$ cat src/rtl/div3_pkg.sv
// -----------------------------------------------------------------------------
// div3_pkg
// Shared definitions for the mod-3 stream classifier:
//   DIV3_DATA_W  default word width (must match the external mod-3 tree)
//   residue_t    2-bit residue type, legal values 0..2
//   norm_res()   folds the tree's raw result (where 3 also means "divisible")
//                into the canonical residue range 0..2
// -----------------------------------------------------------------------------
package div3_pkg;

   localparam int DIV3_DATA_W = 32;

   typedef logic [1:0] residue_t;

   // The digit-sum tree may finish on either 0 or 3 for a multiple of three.
   function automatic residue_t norm_res(input logic [1:0] raw);
      return (raw == 2'd3) ? 2'd0 : raw;
   endfunction

endpackage

$ cat src/rtl/div3_sync_fifo.sv
// -----------------------------------------------------------------------------
// div3_sync_fifo
// Small synchronous FIFO, no first-word fall-through: an entry written at a
// clock edge becomes visible on dout after that edge.
// Ports:
//   clk    in   clock
//   rst    in   synchronous active-high reset (pointers and occupancy only)
//   push   in   write din; honoured when not full, or when full with a pop
//   din    in   WIDTH-bit write data
//   pop    in   drop the head entry; ignored when empty
//   dout   out  head entry (undefined contents when empty)
//   full   out  occupancy == DEPTH
//   empty  out  occupancy == 0
// -----------------------------------------------------------------------------
module div3_sync_fifo #(
   parameter int WIDTH = 34,
   parameter int DEPTH = 4
) (
   input  logic             clk,
   input  logic             rst,
   input  logic             push,
   input  logic [WIDTH-1:0] din,
   input  logic             pop,
   output logic [WIDTH-1:0] dout,
   output logic             full,
   output logic             empty
);

   localparam int PTR_W    = (DEPTH > 1) ? $clog2(DEPTH) : 1;
   localparam int CNT_BITS = $clog2(DEPTH + 1);

   logic [WIDTH-1:0]    r_mem [DEPTH];
   logic [PTR_W-1:0]    r_wr_ptr;
   logic [PTR_W-1:0]    r_rd_ptr;
   logic [CNT_BITS-1:0] r_count;

   logic w_do_pop;
   logic w_do_push;

   assign full  = (r_count == CNT_BITS'(DEPTH));
   assign empty = (r_count == '0);

   // A pop frees a slot in the same cycle, so a push into a full FIFO is
   // legal as long as it is paired with a pop.
   assign w_do_pop  = pop && !empty;
   assign w_do_push = push && (!full || w_do_pop);

   // Storage carries no reset so it can map onto plain RAM.
   always_ff @(posedge clk) begin
      if (w_do_push) begin
         r_mem[r_wr_ptr] <= din;
      end
   end

   // DEPTH is a power of two, so the pointers wrap on natural overflow.
   always_ff @(posedge clk) begin
      if (rst) begin
         r_wr_ptr <= '0;
         r_rd_ptr <= '0;
         r_count  <= '0;
      end else begin
         if (w_do_push) begin
            r_wr_ptr <= r_wr_ptr + PTR_W'(1);
         end
         if (w_do_pop) begin
            r_rd_ptr <= r_rd_ptr + PTR_W'(1);
         end
         if (w_do_push && !w_do_pop) begin
            r_count <= r_count + CNT_BITS'(1);
         end else if (w_do_pop && !w_do_push) begin
            r_count <= r_count - CNT_BITS'(1);
         end
      end
   end

   assign dout = r_mem[r_rd_ptr];

endmodule

$ cat src/rtl/div3_stream_classifier.sv
// -----------------------------------------------------------------------------
// div3_stream_classifier
// Streaming wrapper around an external combinational mod-3 digit-sum tree.
// Input words are registered into stage 1 (tree_in), the tree result is
// normalised to 0..2 and {word, residue} is buffered in a small FIFO for a
// valid/ready consumer. Saturating counters track pushed words.
// Ports:
//   clk        in   clock, all state updates on the rising edge
//   rst        in   synchronous active-high reset
//   s_valid    in   input word valid
//   s_ready    out  input word accepted when s_valid && s_ready
//   s_data     in   DATA_W input word
//   tree_in    out  stage-1 register, drives the external mod-3 tree
//   tree_res   in   raw tree result for tree_in (3 also means residue 0)
//   m_valid    out  FIFO head valid
//   m_ready    in   consumer pops the head on m_valid && m_ready
//   m_data     out  head word, 0 when m_valid=0
//   m_residue  out  head residue 0..2, 0 when m_valid=0
//   m_div3     out  head valid and divisible by three
//   cnt_total  out  saturating count of pushed words
//   cnt_div3   out  saturating count of pushed words with residue 0
// -----------------------------------------------------------------------------
module div3_stream_classifier
   import div3_pkg::*;
#(
   parameter int DATA_W     = DIV3_DATA_W,
   parameter int FIFO_DEPTH = 4,
   parameter int CNT_W      = 16
) (
   input  logic              clk,
   input  logic              rst,
   input  logic              s_valid,
   output logic              s_ready,
   input  logic [DATA_W-1:0] s_data,
   output logic [DATA_W-1:0] tree_in,
   input  logic [1:0]        tree_res,
   output logic              m_valid,
   input  logic              m_ready,
   output logic [DATA_W-1:0] m_data,
   output logic [1:0]        m_residue,
   output logic              m_div3,
   output logic [CNT_W-1:0]  cnt_total,
   output logic [CNT_W-1:0]  cnt_div3
);

   localparam int ENTRY_W = DATA_W + 2;

   logic              r_s1_valid;
   logic [DATA_W-1:0] r_tree_in;
   logic [CNT_W-1:0]  r_cnt_total;
   logic [CNT_W-1:0]  r_cnt_div3;

   logic               w_fifo_full;
   logic               w_fifo_empty;
   logic [ENTRY_W-1:0] w_fifo_head;
   logic [ENTRY_W-1:0] w_fifo_din;
   logic               w_pop;
   logic               w_advance;
   logic               w_accept;
   residue_t           w_res;

   // Outputs are forced quiet while reset is held, even though the FIFO only
   // clears at the reset edge.
   assign m_valid   = !rst && !w_fifo_empty;
   assign w_pop     = m_valid && m_ready;

   // Stage 1 can drain into a full FIFO when the head leaves this cycle.
   assign w_advance = !rst && r_s1_valid && (!w_fifo_full || w_pop);
   assign s_ready   = !rst && (!r_s1_valid || w_advance);
   assign w_accept  = s_valid && s_ready;

   // The tree is combinational from tree_in, so its result is valid in the
   // same cycle the word sits in stage 1.
   assign w_res      = norm_res(tree_res);
   assign w_fifo_din = {r_tree_in, w_res};

   always_ff @(posedge clk) begin
      if (rst) begin
         r_s1_valid <= 1'b0;
         r_tree_in  <= '0;
      end else if (w_accept) begin
         r_s1_valid <= 1'b1;
         r_tree_in  <= s_data;
      end else if (w_advance) begin
         r_s1_valid <= 1'b0;
      end
   end

   always_ff @(posedge clk) begin
      if (rst) begin
         r_cnt_total <= '0;
         r_cnt_div3  <= '0;
      end else if (w_advance) begin
         if (r_cnt_total != '1) begin
            r_cnt_total <= r_cnt_total + CNT_W'(1);
         end
         if ((w_res == 2'd0) && (r_cnt_div3 != '1)) begin
            r_cnt_div3 <= r_cnt_div3 + CNT_W'(1);
         end
      end
   end

   div3_sync_fifo #(
      .WIDTH (ENTRY_W),
      .DEPTH (FIFO_DEPTH)
   ) u_fifo (
      .clk   (clk),
      .rst   (rst),
      .push  (w_advance),
      .din   (w_fifo_din),
      .pop   (w_pop),
      .dout  (w_fifo_head),
      .full  (w_fifo_full),
      .empty (w_fifo_empty)
   );

   assign tree_in   = r_tree_in;
   assign m_data    = m_valid ? w_fifo_head[ENTRY_W-1:2] : '0;
   assign m_residue = m_valid ? w_fifo_head[1:0] : 2'd0;
   assign m_div3    = m_valid && (w_fifo_head[1:0] == 2'd0);
   assign cnt_total = r_cnt_total;
   assign cnt_div3  = r_cnt_div3;

endmodule
$ cat config.mk
export PLATFORM = sky130hd
export DESIGN_NAME = div3_stream_classifier
export DESIGN_NICKNAME = d
export VERILOG_FILES = /design/src/rtl/div3_pkg.sv /design/src/rtl/div3_sync_fifo.sv /design/src/rtl/div3_stream_classifier.sv
export SDC_FILE = /design/constraint.sdc
export NUM_CORES = 1
export LEC_CHECK = 0
export ABC_AREA = 1
export CAP_MARGIN = 20
export CORE_MARGIN = 1
export CORE_UTILIZATION = 50
export DETAILED_ROUTE_END_ITERATION = 10
export MAX_ROUTING_LAYER = met4
export PLACE_DENSITY = 0.75
export SLEW_MARGIN = 0
export SYNTH_ARGS = -nofsm -noshare
export SYNTH_HDL_FRONTEND = slang
export SYNTH_HIERARCHICAL = 1
export SYNTH_SLANG_ARGS = --single-unit
$ cat constraint.sdc
create_clock -name clk -period 3.6 [get_ports clk]
set_input_delay 0.36 -clock clk [delete_from_list [all_inputs] [get_ports clk]]
set_output_delay 0.36 -clock clk [all_outputs]
set_load 0.01 [all_outputs]
# Word level (Yosys, flattened, before mapping)
# Memory sizes are Yosys's and may differ from the RTL's. A register that Yosys moved wholly into a read port is not among the register bits.
# Index checks and enable logic that the tools add are counted.
[word_totals]
reg_bits = 72
mem_bits_rw = 136
input_bits = 38
out_inout_bits = 101
word_cells = 57
memories = 1
[op_classes]
n_addsub = 6
n_eq_ne = 4
muxes = 11
n_reduce_logical = 28
[mem_list]
columns = ["memory", "words", "width", "rd", "rd_ports_with_merged_regs", "write_ports", "line", "source"]
rows = [
  ["u_fifo.r_mem", 4, 34, 1, 1, 1, "div3_sync_fifo.sv:32", "logic [WIDTH-1:0] r_mem [DEPTH];"],
]
[op_table]
columns = ["cell", "n"]
rows = [
  ["16-bit by 1-bit adder with 16-bit output, second input constant", 2],
  ["32-bit two-way mux", 1],
  ["16-bit inequality test, second input constant", 2],
  ["1-bit logical AND", 12],
  ["2-bit two-way mux", 4],
  ["1-bit logical NOT", 6],
  ["3-bit two-way mux", 2],
  ["2-bit by 1-bit adder with 2-bit output, second input constant", 2],
  ["2-bit logical NOT", 2],
  ["1-bit two-way mux", 4],
  ["2-bit AND reduction", 2],
  ["2-bit nonzero test", 2],
  ["3-bit by 1-bit adder with 3-bit output, second input constant", 1],
  ["3-bit == test, second input constant", 1],
  ["3-bit logical NOT", 1],
  ["1-bit logical OR", 3],
  ["3-bit by 1-bit subtractor with 3-bit output, second input constant", 1],
  ["2-bit == test, second input constant", 1],
]

# Depth between registers and ports, before layout
[logic_depth]
word_depth = 11
depth_mapped = 19

# By module
# The synthesis kept the hierarchy.
[modules_own_cells]
columns = ["mod", "n_inst", "cells_per_inst", "area_each_um2", "seq_area_each_um2"]
rows = [
  ["div3_sync_fifo", 1, 401, 5745.5, 4264.1],
  ["div3_stream_classifier", 1, 538, 3483.3, 1301.2],
]

# Worst setup path after synthesis
# Ideal clock, no wire load.
[synth_timing]
kind = "register to register"
startpoint = "register u_fifo.r_count[0]"
endpoint = "memory u_fifo.r_mem[0][0] (enable)"
setup_ps = 425
arrival_time_ps = 2731
slack_ps = 443
path_stages_with_launch = 11
cell_sequence = "dfxtp_1 nor2_1 nand2_1 inv_1 nor2_4 nand2_2 nand2_2 nand2_4 inv_1 nand2_1 nor2_1"
[synth_via]
elab_chain_cells = 9
[synth_rtl]
columns = ["element", "line", "source"]
rows = [
  ["start, declared", "div3_sync_fifo.sv:35", "logic [CNT_BITS-1:0] r_count;"],
  ["start signal, assigned", "div3_sync_fifo.sv:69", "r_count <= r_count + CNT_BITS'(1);"],
  ["start signal, assigned", "div3_sync_fifo.sv:71", "r_count <= r_count - CNT_BITS'(1);"],
  ["3-bit logical NOT", "div3_sync_fifo.sv:41", "assign empty = (r_count == '0);"],
  ["net w_fifo_empty", "div3_stream_classifier.sv:54", "logic w_fifo_empty;"],
  ["1-bit logical NOT", "div3_stream_classifier.sv:64", "assign m_valid = !rst && !w_fifo_empty;"],
  ["1-bit logical AND", "div3_stream_classifier.sv:64", ""],
  ["net m_valid", "div3_stream_classifier.sv:37", "output logic m_valid,"],
  ["1-bit logical AND", "div3_stream_classifier.sv:65", "assign w_pop = m_valid && m_ready;"],
  ["1-bit logical OR", "div3_stream_classifier.sv:68", "assign w_advance = !rst && r_s1_valid && (!w_fifo_full || w_pop);"],
  ["1-bit logical AND", "div3_stream_classifier.sv:68", ""],
  ["net w_advance", "div3_stream_classifier.sv:58", "logic w_advance;"],
  ["1-bit logical AND", "div3_sync_fifo.sv:46", "assign w_do_push = push && (!full || w_do_pop);"],
  ["1-bit two-way mux", "div3_sync_fifo.sv:50", "if (w_do_push) begin"],
  ["1-bit two-way mux (not written as such)", "div3_sync_fifo.sv:51", "r_mem[r_wr_ptr] <= din;"],
  ["end, declared", "div3_sync_fifo.sv:32", ""],
]
# The timed path passes the listed nets, and every way through them passes these cells.

==> flow_summary.json <==
{
  "run_status": "finished clean",
  "synth_ff_type": "edfxtp_1",
  "max_freq_mhz": 312.0,
  "clk_latency_ns": 0.50,
  "drtPass1Iterations": 5,
  "setup_viol": 0,
  "drive_gt1_frac": 0.09880,
  "synth.ff_latch_count": 210,
  "cp_slowest_stage_delay_ns": 0.74,
  "skew_ns": 0.02110,
  "grt-ovfl-total": 0,
  "ys_warn_count": 6,
  "ctsHoldBuffers": 0,
  "min_path_type": "in2reg",
  "netlist_area_um2": 9229,
  "start_util": 0.5120,
  "synth_top_cell_by_area": "edfxtp_1",
  "power_per_cell_area_nw_per_um2": 496.8,
  "grt_use_total": 0.2324,
  "maxCapViolCount": 0,
  "final_nets": 1115,
  "io_buffers": 138,
  "synth.area.top_cells": "edfxtp_1 44%, dfxtp_1 16%, nand2_1 7.0%, nor2_1 5.5%, nand3_1 4.3%",
  "row_count": 49,
  "crit_required_ns": 3.24,
  "synth_cells": 939,
  "antenna_found_initial": 0,
  "setup-tns-final_ns": 0,
  "power_mw": 5.730,
  "drt_iter0_drc": 462,
  "final_antenna_net_count": 0,
  "grt_max_degree": 69,
  "min_period_ns": 3.205,
  "synth_fp_nets": 987,
  "clkTransAtPathRegs_ns": 0.06,
  "clock_path_buffers": 3,
  "tightest_slew_ns": 0.8685,
  "path_cells": "inv_2, o21ai_0, o22ai_2, nor3_1, clkdlybuf4s50_1",
  "p_leak_nw": 4.235,
  "relSlewSlack": 0.4210,
  "hold_violations": 0,
  "dr_total_vias": 6965,
  "critPathArrivalTime_ns": 2.85,
  "drc": 0,
  "grt_pass1_vias": 6512,
  "ys_async_sr_fraction": 0,
  "syn_to_final_growth_pct": 24.97,
  "nFillCells": 1455,
  "postSynthAreaPerCell_um2": 9.828,
  "cts_root_buffer": "clkbuf_16",
  "cts_tree": "yes",
  "peakVddDrop_v": 0.0003698,
  "die_h_um": 137.9,
  "cts_resized": 0,
  "grt_pass1_wl_um": 33300,
  "cts_htree_levels": 1,
  "crit_type": "reg2out",
  "drv_slew": 0,
  "post-cts-setup-buffers": 0,
  "dieArea_um2": 19010,
  "fin_hold_ws_ns": 0.4326,
  "core_um2": 18020,
  "finalCritPeriodShare": 0.8904,
  "gp_congestion": 0.8407,
  "drt_wl_total_um": 21050,
  "worst_setup_path_end_kind": "output port",
  "die_w_um": 137.9,
  "crit_path_top_delay_cell": "dfxtp_1",
  "synth.distinct_cells": 35,
  "vias_per_cell": 5.309,
  "synthTopCellsByCount": "172 x nand2_1, 136 x edfxtp_1, 135 x nor2_1, 80 x nand3_1, 77 x inv_1",
  "synth_enable_flop_cells": 136,
  "rsz0062_at_grt": "no",
  "cts_sinks": 210,
  "crit_path_max_fanout": 34,
  "dp_hpwl_um": 12830,
  "cp-start-kind": "flip-flop",
  "synth_most_common_cell": "nand2_1",
  "numCtsBuffers": 22,
  "antenna_cells": 0,
  "synth.top_cell.area_share": 0.4425,
  "ys_seq_area_frac": 0.6030,
  "ioPinCount": 139,
  "wl_per_cell_um": 16.04
}
worst max-delay path, delay by kind of cell (launching register included):
| family | cells | cell delay, ns |
|---|---|---|
| DFF | 1 | 0.74 |
| AOI/OAI and AO/OA | 2 | 0.39 |
| and+or+nand+nor | 1 | 0.20 |
| buffers and inverters | 2 | 1.01 |
flip-flops by register name (all words and copies together) (netlist names), named ones only:
name and cells:
u_fifo/r_wr_ptr 2, u_fifo/r_count 3, u_fifo/r_rd_ptr 2, cnt_total 16, r_s1_valid 1, cnt_div3 16
tree_in 32, u_fifo/r_mem 136
path summary, 6_finish.rpt:
path,start,depth (start not counted),endpoint,slack [ns]
setup / recovery,flip-flop,5,m_div3,0.39
setup reg to reg,u_fifo/r_count[1],19,u_fifo/r_count[2],0.85
hold / removal,s_data[4],3,tree_in[4],0.43
hold reg to reg,cnt_total[1],2,cnt_total[1],0.51
kinds of logic (layout without fill, tap and decap cells):
kind of cell | after synthesis | in the layout | synth area share
XOR/XNOR | 15 | 15 | 0.01424
adder cells (fa/ha/maj) | 10 | 10 | 0.01437
buffers and inverters | 126 | 270 | 0.06792
flip-flops | 210 | 210 | 0.6030
AO/OA/AOI/OAI | 146 | 146 | 0.09897
AND/OR/NAND/NOR | 432 | 432 | 0.2015
area by class of cell:
class | instances | area (um^2) | area share
inverter | 81 | 309.0 | 0.02680
tap | 229 | 286.5 | 0.02484
clock buffer | 32 | 649.4 | 0.05630
clock inverter | 8 | 146.4 | 0.01269
sequential | 210 | 5567 | 0.4826
timing repair buffer | 149 | 1509 | 0.1308
multi-input combinational | 603 | 3067 | 0.2659
routing by layer:
metal,global-route usage,wire length (um),vias to the layer above
met5,-,0,-
met3,0.03838,1495,23
met2,0.3756,10370,231
met4,0.05314,287,0
met1,0.3080,8899,3289
li1,-,-,3422
cell usage in the layout (no fill, tap or decap), drive strengths merged, types with 5 or more instances in the layout:
master / count
clkdlybuf4s50: 137
xor2: 8
dfxtp: 74
o22ai: 34
ha: 9
xnor2: 7
nand2: 176
edfxtp: 136
buf: 12
nand4: 9
clkbuf: 32
nand3: 81
clkinv: 5
a21oi: 35
nor2: 161
o21ai: 77
inv: 79
report_power, final:
group / leakage [nW] / internal, mW / switching, mW
combinational: 1.99 / 0.255 / 0.324
clock: 0.387 / 1.54 / 0.894
sequential: 1.86 / 2.65 / 0.0668
total: 4.23 / 4.45 / 1.28
metrics by stage:
stage	instances	setup slack, ns	utilization	area, um^2
floorplan	939	0.4434	-	9229
global placement	1272	0.4814	0.5957	10740
detailed placement	1272	0.3731	0.5957	10740
CTS	1312	0.3513	0.6399	11530
global route	1312	0.1412	0.6399	11530
finish	1312	0.3945	0.6399	11530
Power figures use the tool's default switching activity.
